[src/rtl/afu_pkg.sv]
// Shared constants, read-tag layout and the length-to-lines decode for the AFU read path.
// Pure declarations: no latency, no backpressure.
package afu_pkg;

  localparam int CL_W    = 512;
  localparam int ADDR_W  = 58;
  localparam int LEN_W   = 6;
  localparam int LINES_W = 7;
  localparam int ID_W    = 3;

  typedef struct packed {
    logic [ID_W-1:0]  id;
    logic [LEN_W-1:0] len;
  } t_rd_tag;

  // A zero length field encodes the maximum 64-line request.
  function automatic logic [LINES_W-1:0] lines_of(input logic [LEN_W-1:0] len);
    return (len == '0) ? 7'd64 : {1'b0, len};
  endfunction

endpackage

[src/rtl/afu_tag_fifo.sv]
// Generic synchronous FIFO; head visible combinationally, write-to-read latency 1 cycle.
// Push is ignored when full unless a pop frees the slot in the same cycle; pop is ignored when empty.
module afu_tag_fifo #(
  parameter int WIDTH = 8,
  parameter int DEPTH = 16
) (
  input  logic             i_clk,
  input  logic             i_reset_n,
  input  logic             i_push,
  input  logic [WIDTH-1:0] i_push_dat,
  input  logic             i_pop,
  output logic [WIDTH-1:0] o_head_dat,
  output logic             o_full,
  output logic             o_empty
);

  localparam int AW = (DEPTH > 1) ? $clog2(DEPTH) : 1;

  logic [WIDTH-1:0] r_mem [DEPTH];
  logic [AW:0]      r_wr_ptr;
  logic [AW:0]      r_rd_ptr;
  logic             w_do_push;
  logic             w_do_pop;

  assign o_empty    = (r_wr_ptr == r_rd_ptr);
  assign o_full     = (r_wr_ptr[AW] != r_rd_ptr[AW]) && (r_wr_ptr[AW-1:0] == r_rd_ptr[AW-1:0]);
  assign w_do_pop   = i_pop && !o_empty;
  assign w_do_push  = i_push && (!o_full || w_do_pop);
  assign o_head_dat = r_mem[r_rd_ptr[AW-1:0]];

  always_ff @(posedge i_clk or negedge i_reset_n) begin
    if (!i_reset_n) begin
      r_wr_ptr <= '0;
      r_rd_ptr <= '0;
    end else begin
      if (w_do_push) r_wr_ptr <= r_wr_ptr + {{AW{1'b0}}, 1'b1};
      if (w_do_pop)  r_rd_ptr <= r_rd_ptr + {{AW{1'b0}}, 1'b1};
    end
  end

  always_ff @(posedge i_clk) begin
    if (w_do_push) r_mem[r_wr_ptr[AW-1:0]] <= i_push_dat;
  end

endmodule

[src/rtl/afu_rd_arbiter.sv]
// Round-robin share of the core TX-read channel among NUM_REQ engines; issue and response each 1 cycle.
// Grant withheld on almostfull, full tag FIFO or insufficient line credit; responses routed by in-order tags.
module afu_rd_arbiter
  import afu_pkg::*;
#(
  parameter int NUM_REQ   = 4,
  parameter int TAG_DEPTH = 16,
  parameter int MAX_LINES = 256
) (
  input  logic                      i_clk,
  input  logic                      i_reset_n,
  input  logic [NUM_REQ-1:0]        i_req_valid,
  input  logic [NUM_REQ*ADDR_W-1:0] i_req_addr,
  input  logic [NUM_REQ*LEN_W-1:0]  i_req_len,
  output logic [NUM_REQ-1:0]        o_req_ready,
  input  logic                      i_spl_tx_rd_almostfull,
  output logic                      o_cor_tx_rd_valid,
  output logic [ADDR_W-1:0]         o_cor_tx_rd_addr,
  output logic [LEN_W-1:0]          o_cor_tx_rd_len,
  input  logic                      i_io_rx_rd_valid,
  input  logic [CL_W-1:0]           i_io_rx_data,
  output logic [NUM_REQ-1:0]        o_rsp_valid,
  output logic [CL_W-1:0]           o_rsp_data,
  output logic                      o_rsp_last,
  output logic [8:0]                o_outstanding_lines,
  output logic                      o_err_unexpected_rsp
);

  localparam int IDW   = $clog2(NUM_REQ);
  localparam int TAG_W = IDW + LEN_W;

  logic [IDW-1:0]     r_ptr;
  logic               r_tx_vld;
  logic [ADDR_W-1:0]  r_tx_addr;
  logic [LEN_W-1:0]   r_tx_len;
  logic [NUM_REQ-1:0] r_rsp_vld;
  logic [CL_W-1:0]    r_rsp_data;
  logic               r_rsp_last;
  logic [8:0]         r_outstanding;
  logic               r_err;
  logic [LEN_W-1:0]   r_beat;

  logic               w_any;
  logic [IDW-1:0]     w_win;
  logic [ADDR_W-1:0]  w_win_addr;
  logic [LEN_W-1:0]   w_win_len;
  logic [LINES_W-1:0] w_win_lines;
  logic               w_credit_ok;
  logic               w_grant;
  logic               w_tag_full;
  logic               w_tag_empty;
  logic [TAG_W-1:0]   w_tag_head;
  t_rd_tag            w_head;
  logic [LINES_W-1:0] w_head_lines;
  logic               w_rx_hit;
  logic               w_last;
  logic               w_pop;

  function automatic logic [IDW-1:0] rr_idx(input logic [IDW-1:0] base, input int k);
    int s;
    s = int'(base) + k;
    if (s >= NUM_REQ) s = s - NUM_REQ;
    return IDW'(s);
  endfunction

  // Scan downward so the requester closest to the pointer is the last (winning) assignment.
  always_comb begin
    w_any = 1'b0;
    w_win = '0;
    for (int k = NUM_REQ - 1; k >= 0; k--) begin
      if (i_req_valid[rr_idx(r_ptr, k)]) begin
        w_any = 1'b1;
        w_win = rr_idx(r_ptr, k);
      end
    end
  end

  assign w_win_addr  = i_req_addr[int'(w_win)*ADDR_W +: ADDR_W];
  assign w_win_len   = i_req_len[int'(w_win)*LEN_W +: LEN_W];
  assign w_win_lines = lines_of(w_win_len);
  assign w_credit_ok = ({3'b000, w_win_lines} + {1'b0, r_outstanding}) <= 10'(MAX_LINES);
  assign w_grant     = w_any && !i_spl_tx_rd_almostfull && !w_tag_full && w_credit_ok;
  assign o_req_ready = w_grant ? (NUM_REQ'(1) << w_win) : '0;

  afu_tag_fifo #(
    .WIDTH (TAG_W),
    .DEPTH (TAG_DEPTH)
  ) u_tag_fifo (
    .i_clk      (i_clk),
    .i_reset_n  (i_reset_n),
    .i_push     (w_grant),
    .i_push_dat ({w_win, w_win_len}),
    .i_pop      (w_pop),
    .o_head_dat (w_tag_head),
    .o_full     (w_tag_full),
    .o_empty    (w_tag_empty)
  );

  always_comb begin
    w_head     = '0;
    w_head.id  = ID_W'(w_tag_head[TAG_W-1:LEN_W]);
    w_head.len = w_tag_head[LEN_W-1:0];
  end

  assign w_head_lines = lines_of(w_head.len);
  assign w_rx_hit     = i_io_rx_rd_valid && !w_tag_empty;
  assign w_last       = (({1'b0, r_beat} + 7'd1) == w_head_lines);
  assign w_pop        = w_rx_hit && w_last;

  always_ff @(posedge i_clk or negedge i_reset_n) begin
    if (!i_reset_n) begin
      r_ptr         <= '0;
      r_tx_vld      <= 1'b0;
      r_tx_addr     <= '0;
      r_tx_len      <= '0;
      r_rsp_vld     <= '0;
      r_rsp_data    <= '0;
      r_rsp_last    <= 1'b0;
      r_outstanding <= '0;
      r_err         <= 1'b0;
      r_beat        <= '0;
    end else begin
      r_tx_vld <= w_grant;
      if (w_grant) begin
        r_tx_addr <= w_win_addr;
        r_tx_len  <= w_win_len;
        r_ptr     <= rr_idx(w_win, 1);
      end
      r_rsp_vld  <= w_rx_hit ? (NUM_REQ'(1) << w_head.id) : '0;
      r_rsp_last <= w_rx_hit && w_last;
      if (w_rx_hit) begin
        r_rsp_data <= i_io_rx_data;
        r_beat     <= w_last ? '0 : r_beat + {{(LEN_W-1){1'b0}}, 1'b1};
      end
      // A stray line returns no credit: nothing was charged for it.
      if (i_io_rx_rd_valid && w_tag_empty) r_err <= 1'b1;
      r_outstanding <= r_outstanding + (w_grant ? {2'b00, w_win_lines} : 9'd0) - {8'd0, w_rx_hit};
    end
  end

  assign o_cor_tx_rd_valid    = r_tx_vld;
  assign o_cor_tx_rd_addr     = r_tx_addr;
  assign o_cor_tx_rd_len      = r_tx_len;
  assign o_rsp_valid          = r_rsp_vld;
  assign o_rsp_data           = r_rsp_data;
  assign o_rsp_last           = r_rsp_last;
  assign o_outstanding_lines  = r_outstanding;
  assign o_err_unexpected_rsp = r_err;

endmodule

[config.mk]
export PLATFORM = sky130hd
export DESIGN_NAME = afu_rd_arbiter
export DESIGN_NICKNAME = d
export VERILOG_FILES = /design/src/rtl/afu_pkg.sv /design/src/rtl/afu_tag_fifo.sv /design/src/rtl/afu_rd_arbiter.sv
export SDC_FILE = /design/constraint.sdc
export NUM_CORES = 1
export LEC_CHECK = 0
export ABC_CLOCK_PERIOD_IN_PS = 11500
export CORE_AREA = 2 2 533 535
export CTS_BUF_LIST = sky130_fd_sc_hd__clkbuf_4
export DETAILED_ROUTE_END_ITERATION = 10
export DIE_AREA = 0 0 535 537
export DONT_BUFFER_PORTS = 1
export GPL_TIMING_DRIVEN = 0
export PLACE_DENSITY = 0.3
export SLEW_MARGIN = 20
export SYNTH_ARGS = -nofsm -noshare
export SYNTH_HDL_FRONTEND = slang
export SYNTH_SLANG_ARGS = --single-unit
[constraint.sdc]
create_clock -name i_clk -period 11.5 [get_ports i_clk]
set_clock_uncertainty 0.2 [all_clocks]
set_input_delay 2.3 -clock i_clk [delete_from_list [all_inputs] [get_ports i_clk]]
set_output_delay 2.3 -clock i_clk [all_outputs]
set_load 0.02 [all_outputs]
# [After elaboration in Yosys (flattened, before gate mapping)]
# Memories as Yosys holds them, arrays and structs flattened.
# Index checks and enable logic that the tools add are counted.
[totals] regBits=610 ram_bits=128 input_bits=776 out_inout_bits=596 wordCells=93 n_memories=1
[op_classes] n_addsub=16 multipliers=2 magnitude_cmp=10 eq_ne=4 n_shift=4 mux=29 reduce_logical=15
[memory_table] name="u_tag_fifo.r_mem" depth=16 width=8 read_ports=1 rd_clocked_by_memory_dff=0 write_ports=1 line="afu_tag_fifo.sv:19" rtl="logic [WIDTH-1:0] r_mem [DEPTH];"
[op_table] op="indexed part select 232 x 9 -> 58 bit" count=1
[op_table] op="indexed part select 24 x 6 -> 6 bit" count=1
[op_table] op="2-to-1 mux 7 bit" count=3
[op_table] op="2-to-1 mux 2 bit" count=9
[op_table] op="greater-or-equal comparator 3 bit, second input constant" count=4
[op_table] op="logical NOT 6 bit" count=2
[op_table] op="< comparator 2 x 3 -> 1 bit, second input constant" count=4
[op_table] op="adder 5 x 1 -> 5 bit, second input constant" count=2
[op_table] op="adder 7 x 9 -> 10 bit" count=1
[op_table] op="<= comparator 10 x 9 -> 1 bit, second input constant" count=1
[op_table] op="2-to-1 mux 1 bit" count=10
[op_table] op="subtractor 2 x 1 -> 2 bit, second input constant" count=5
[op_table] op="adder 9 x 7 -> 9 bit" count=1
[op_table] op="logical AND 1 bit" count=9
[op_table] op="subtractor 9 x 1 -> 9 bit" count=1
[op_table] op="binary-select mux 1 bit (select 2 bit)" count=4
[op_table] op="2-to-1 mux 4 bit" count=2
[op_table] op="left shift 1 x 2 -> 4 bit, first input constant" count=2
[op_table] op="adder 6 x 1 -> 7 bit, second input constant" count=1
[op_table] op="equality test 7 bit" count=1
[op_table] op="multiplier 2 x 5 -> 7 bit, second input constant" count=1
[op_table] op="adder 2 x 1 -> 3 bit, second input constant" count=2
[op_table] op="adder 2 x 2 -> 3 bit, second input constant" count=2
[op_table] op="adder 6 x 1 -> 6 bit, second input constant" count=1
[op_table] op="other kinds (8)" count=10

# [Logic depth before layout (Yosys ltp)]
[depth] ltp_word=19 mapped_depth=32 mapped_depth_nobuf=29

# [Hierarchy]
# A second synthesis with hierarchy kept.
[hier_totals] hier_cells=3202 hier_area_um2=31121.1
[by_module_without_submodules] module="afu_rd_arbiter" n_inst=1 cells_each=2933 area_per_inst_um2=25608.3 seq_area_each_um2=15014.4
[by_module_without_submodules] module="afu_tag_fifo" n_inst=1 cells_each=269 area_per_inst_um2=5512.8 seq_area_each_um2=4093.9

# [Least setup slack after synthesis]
# No wires, ideal clock.
[synth_timing] path_type="in2out" from="input i_req_valid[1]" to="output o_req_ready[0]" t_arrival_ns=6.030 t_required_ns=9.000 setup_slack_ns=2.970 stages=19 path_buffers=5 path_cell_list="nand2b_1 -> a21oi_1 -> a211oi_1 -> buf_2 -> inv_2 -> clkbuf_1 -> clkbuf_1 -> clkbuf_1 -> a21oi_1 -> ha_1 -> a21o_1 -> a21oi_1 -> o211ai_1 -> xor2_1 -> a2111o_1 -> a21o_1 -> inv_1 -> clkbuf_1 -> and2_1"
[synth_between] elab_chain_len=14 word_cells_on_any_way=27 cone_classes="1 x add/sub; 1 x mul; 1 x order compare; 2 x shift; 18 x mux; 4 x reduce/logical"
[synth_lines] item="start: declaration" line="afu_rd_arbiter.sv:12" rtl="input logic [NUM_REQ-1:0] i_req_valid,"
[synth_lines] item="binary-select mux 1 bit (select 2 bit)" line="afu_rd_arbiter.sv:71" rtl="if (i_req_valid[rr_idx(r_ptr, k)]) begin"
[synth_lines] item="2-to-1 mux 1 bit (not written as such)" line="afu_rd_arbiter.sv:71"
[synth_lines] item="2-to-1 mux 2 bit (4 in series)" line="afu_rd_arbiter.sv:71"
[synth_lines] item="multiplier 2 x 2 -> 4 bit" line="afu_rd_arbiter.sv:79" rtl="assign w_win_len = i_req_len[int'(w_win)*LEN_W +: LEN_W];"
[synth_lines] item="indexed part select 24 x 6 -> 6 bit" line="afu_rd_arbiter.sv:79"
[synth_lines] item="logical NOT 6 bit" line="afu_pkg.sv:18" rtl="return (len == '0) ? 7'd64 : {1'b0, len};"
[synth_lines] item="2-to-1 mux 7 bit" line="afu_pkg.sv:18"
[synth_lines] item="adder 7 x 9 -> 10 bit" line="afu_rd_arbiter.sv:81" rtl="assign w_credit_ok = ({3'b000, w_win_lines} + {1'b0, r_outstanding}) <= 10'(MAX_LINES);"
[synth_lines] item="<= comparator 10 x 9 -> 1 bit" line="afu_rd_arbiter.sv:81"
[synth_lines] item="logical AND 1 bit" line="afu_rd_arbiter.sv:82" rtl="assign w_grant = w_any && !i_spl_tx_rd_almostfull && !w_tag_full && w_credit_ok;"
[synth_lines] item="2-to-1 mux 4 bit (*)" line="afu_rd_arbiter.sv:83" rtl="assign o_req_ready = w_grant ? (NUM_REQ'(1) << w_win) : '0;"
[synth_lines] item="end: declaration" line="afu_rd_arbiter.sv:15" rtl="output logic [NUM_REQ-1:0] o_req_ready,"
# Mark *: on every way between the ends. The rest lies on a longest branch, timed or not. The select of a mux whose other input is x is not followed.

# [Worst setup path after layout]
[layout_timing] from="input i_req_valid[1]" to="output o_req_ready[3]"
# The elaborated chain is that of the path after synthesis.

==> impl_metrics.py <==
metrics = {
    "final_layout": {
        "final_cell_mix": "nand2_1, dfrtp_1, clkbuf_4",
        "drive_gt1_share_pct": 11.6,
        "fin_nets": 4409,
        "regArea_sq_um": 19100,
        "final_util_pct": 13.8,
        "fin_cells": 7540,
        "multi_input_area_sq_um": 10900,
        "fillCellCount": 32300,
        "syn2layout_area_growth_pct": 26.0,
        "layout_commonest_cell": "nand2_1",
    },
    "synth": {
        "synth-seq-area-share_pct": 62.1,
        "synth.distinct_cells": 52,
        "async_reset_ff_share_pct": 82.7,
        "netlist_top_cells_area": "dfrtp_1, nand2_1, edfxtp_1",
        "yosys_warnings": 0,
        "synth_enable_flop_cells": 128,
        "synth_nets": 4164,
        "yosys_most_used_dff": "dfrtp_1",
        "ys_ff_latch": 738,
        "syn_area_sq_um": 30800,
        "synth_top_cell_area_share_pct": 49.6,
        "yosysTopAreaCell": "dfrtp_1",
        "postSynthAreaPerCell_sq_um": 9.18,
        "syn_inst": 3353,
    },
    "clock_tree": {
        "htree_levels": 4,
        "cts_sinks": 738,
        "hold_buffers": 0,
        "cts_made_buffers": 223,
        "cts_tree": "done",
        "postCtsSetupBuffers": 0,
        "clock_path_buffers": 4,
        "post_cts_resized": 0,
        "worstSkewPairLatency_ns": 1.25,
        "ctsRootBufferMaster": "clkbuf_4",
        "path_clk_slew_ns": 0.06,
    },
    "floorplan": {
        "ios": 1372,
        "initial_core_util_pct": 10.9,
        "core_area_sq_um": 281000,
        "die_y_um": 537,
        "fp-row-count": 195,
        "die_area_sq_um": 287000,
        "die_x_um": 535,
    },
    "grt": {
        "grt_overflow_total": 0,
        "antenna_found_initial": 87,
        "grt_pass1_vias": 26600,
        "grt_pass1_wl_um": 271000,
        "grt_use_total_pct": 14.3,
        "grt_max_degree": 611,
    },
    "pwr": {
        "leakagePower_nw": 17.5,
        "p_per_area_nw_per_um2": 321,
        "peakVddDrop_mv": 0.110,
        "p_comb_share_pct": 26.6,
        "power_switching_w": 0.00644,
        "sw_frac_of_total_pct": 51.7,
        "internal_power_w": 0.00602,
        "power_frac_clock_pct": 21.4,
        "seq_power_share_pct": 52.0,
    },
    "setup_path": {
        "crit_path_max_fanout": 11,
        "required_ns": 9.00,
        "crit_type": "in -> out",
        "cp-end-kind": "output port",
        "cpPeakStageDelay_ns": 0.83,
        "slowest_stage": "clkbuf_1",
        "path_cells": "nand2b_1 > a21oi_1 > a211oi_1 > buf_2 > inv_2 > clkbuf_1 > clkbuf_1 > clkbuf_1 > a21oi_1 > ha_1 > a21o_1 > a21oi_1 > o211ai_1 > xor2_1 > a2111o_1 > a21o_1 > inv_1 > clkbuf_1 > and2_1",
        "cp_common_cell": "clkbuf_1",
        "crit_arrival_ns": 8.49,
        "startpoint_type": "primary input",
        "rr_worst_depth": 32,
    },
    "sta": {
        "fin_setup_tns_ns": 0,
        "fin_crit_sh_pct": 95.5,
        "tightest_slew_ns": 1.20,
        "drv_slew": 0,
        "whs_ns": 0.293,
        "worst_slack_ns": 0.514,
        "slew-limit-headroom_pct": 19.8,
        "finalSetupViolCount": 0,
        "rsz0062_at_grt": "no",
        "period_minus_slack_ns": 10.99,
        "hold_viol_final": 0,
        "max_freq_ghz": 0.0910,
    },
    "placement": {
        "place_inst": 7112,
        "dp_slack_ns": 0.423,
        "dp_hpwl_um": 179000,
        "place_congestion": 0.930,
        "numPortBuffers": 0,
    },
    "worst_hold_path": {
        "hp-class": "reg -> reg",
        "whs_path_depth": 1,
    },
    "status": {
        "status": "finished, final reports clean",
    },
    "route": {
        "dr.pass1.iters": 5,
        "drtAntennaViolNets": 0,
        "drt_iter0_drc": 1468,
        "wl_per_cell_um": 28.4,
        "drt-total-wl_um": 214000,
        "vias_per_cell": 3.41,
        "drc": 0,
        "vias": 25700,
    },
    "job": {
        "cap_violations": 0,
    },
}
[synthesized netlist by cell type (3+ instances only)]
| library cell | n |
|---|---|
| nand2_1 | 1756 |
| a21o_1 | 4 |
| a21oi_1 | 19 |
| or4_1 | 5 |
| o211ai_1 | 3 |
| nor2b_1 | 3 |
| nand3_1 | 66 |
| inv_2 | 4 |
| inv_1 | 35 |
| clkbuf_1 | 163 |
| o21bai_1 | 4 |
| a31oi_1 | 6 |
| o21ai_0 | 123 |
| xor2_1 | 20 |
| nand2b_1 | 4 |
| edfxtp_1 | 128 |
| o21ai_1 | 7 |
| mux4_2 | 31 |
| buf_1 | 10 |
| xnor2_1 | 18 |
| a22o_1 | 3 |
| o31ai_1 | 4 |
| nor2_1 | 200 |
| ha_1 | 33 |
| and2_1 | 11 |
| nand4_1 | 5 |
| nor3_1 | 9 |
| a211oi_1 | 10 |
| dfrtp_1 | 610 |
| mux2i_1 | 24 |
| buf_2 | 8 |
[per-stage QoR]
stage | total power, W | instance area, sq um
final | 0.0125 | 38800
after global routing | 0.0133 | 38700
after CTS | 0.0128 | 38600
after detailed placement | 0.0100 | 35800
after global placement | 0.00992 | 35500
after floorplan | 0.00748 | 30800
[state kept, by name, summed over array words and instances, names as in the netlist]
signal and flops:
o_cor_tx_rd_addr 58, o_cor_tx_rd_len 6, o_cor_tx_rd_valid 1, o_err_unexpected_rsp 1, o_outstanding_lines 9, o_rsp_data 512, o_rsp_last 1, o_rsp_valid 4
r_beat 6, r_ptr 2, u_tag_fifo.r_mem 128, u_tag_fifo.r_rd_ptr 5, u_tag_fifo.r_wr_ptr 5
[power groups by stage]
stage	registers, W	logic, W	clock network (W)
floorplan	0.00547	0.00201	0
global placement	0.00667	0.00324	0
detailed placement	0.00665	0.00335	0
CTS	0.00662	0.00336	0.00283
global route	0.00662	0.00377	0.00295
finish	0.00648	0.00332	0.00267
[path summary, 6_finish.rpt]
check	start	to	slack [ns]
worst max-delay path	i_req_valid[1]	o_req_ready[3]	0.51
worst min-delay path	u_tag_fifo.r_wr_ptr[4]	u_tag_fifo.r_wr_ptr[4]	0.29
worst max register to register	r_ptr[0]	o_outstanding_lines[8]	2.68
worst min register to register	u_tag_fifo.r_wr_ptr[4]	u_tag_fifo.r_wr_ptr[4]	0.29
max in group asynchronous	i_reset_n	o_rsp_data[130]	7.84
min in group asynchronous	i_reset_n	o_rsp_data[366]	0.60
[cells by family after synthesis]
| group | count (synthesis) | share of synthesized area (%) |
|---|---|---|
| adders and majority gates | 35 | 1.47 |
| muxes | 57 | 3.12 |
| buffers and inverters | 224 | 2.85 |
| xor gates and xnor gates | 38 | 1.08 |
| and+or+nand+nor | 2067 | 25.8 |
| AOI/OAI and AO/OA | 194 | 3.56 |
| DFF | 738 | 62.1 |
[area by class of cell]
class                           count  share of cell area (%)
Sequential cell                   738                    49.3
Buffer                            184                    1.90
Antenna cell                       46                   0.297
Inverter                           40                   0.387
Timing Repair Buffer               20                   0.926
Multi-Input combinational cell   2391                    28.0
Clock buffer                      326                    6.31
Clock inverter                     52                   0.823
Tap cell                         3743                    12.1
[critical path: cells and delay by family]
family	cells	cell delay [ns]
and+or+nand+nor	2	0.50
AOI/OAI and AO/OA	8	1.76
buffers and inverters	7	3.34
xor gates and xnor gates	1	0.16
adders and majority gates	1	0.38
[metal layers]
metal / vias up / part of all wire (%) / GRT usage (%) / wire length [um]
li1: 11300 / - / - / -
met1: 12500 / 33 / 13.8 / 70100
met2: 1432 / 52 / 26.3 / 112000
met3: 384 / 10 / 6.03 / 21900
met4: 36 / 4.9 / 6.77 / 10400
met5: - / 0.11 / 0 / 245
(Power assumes the default switching activity.)
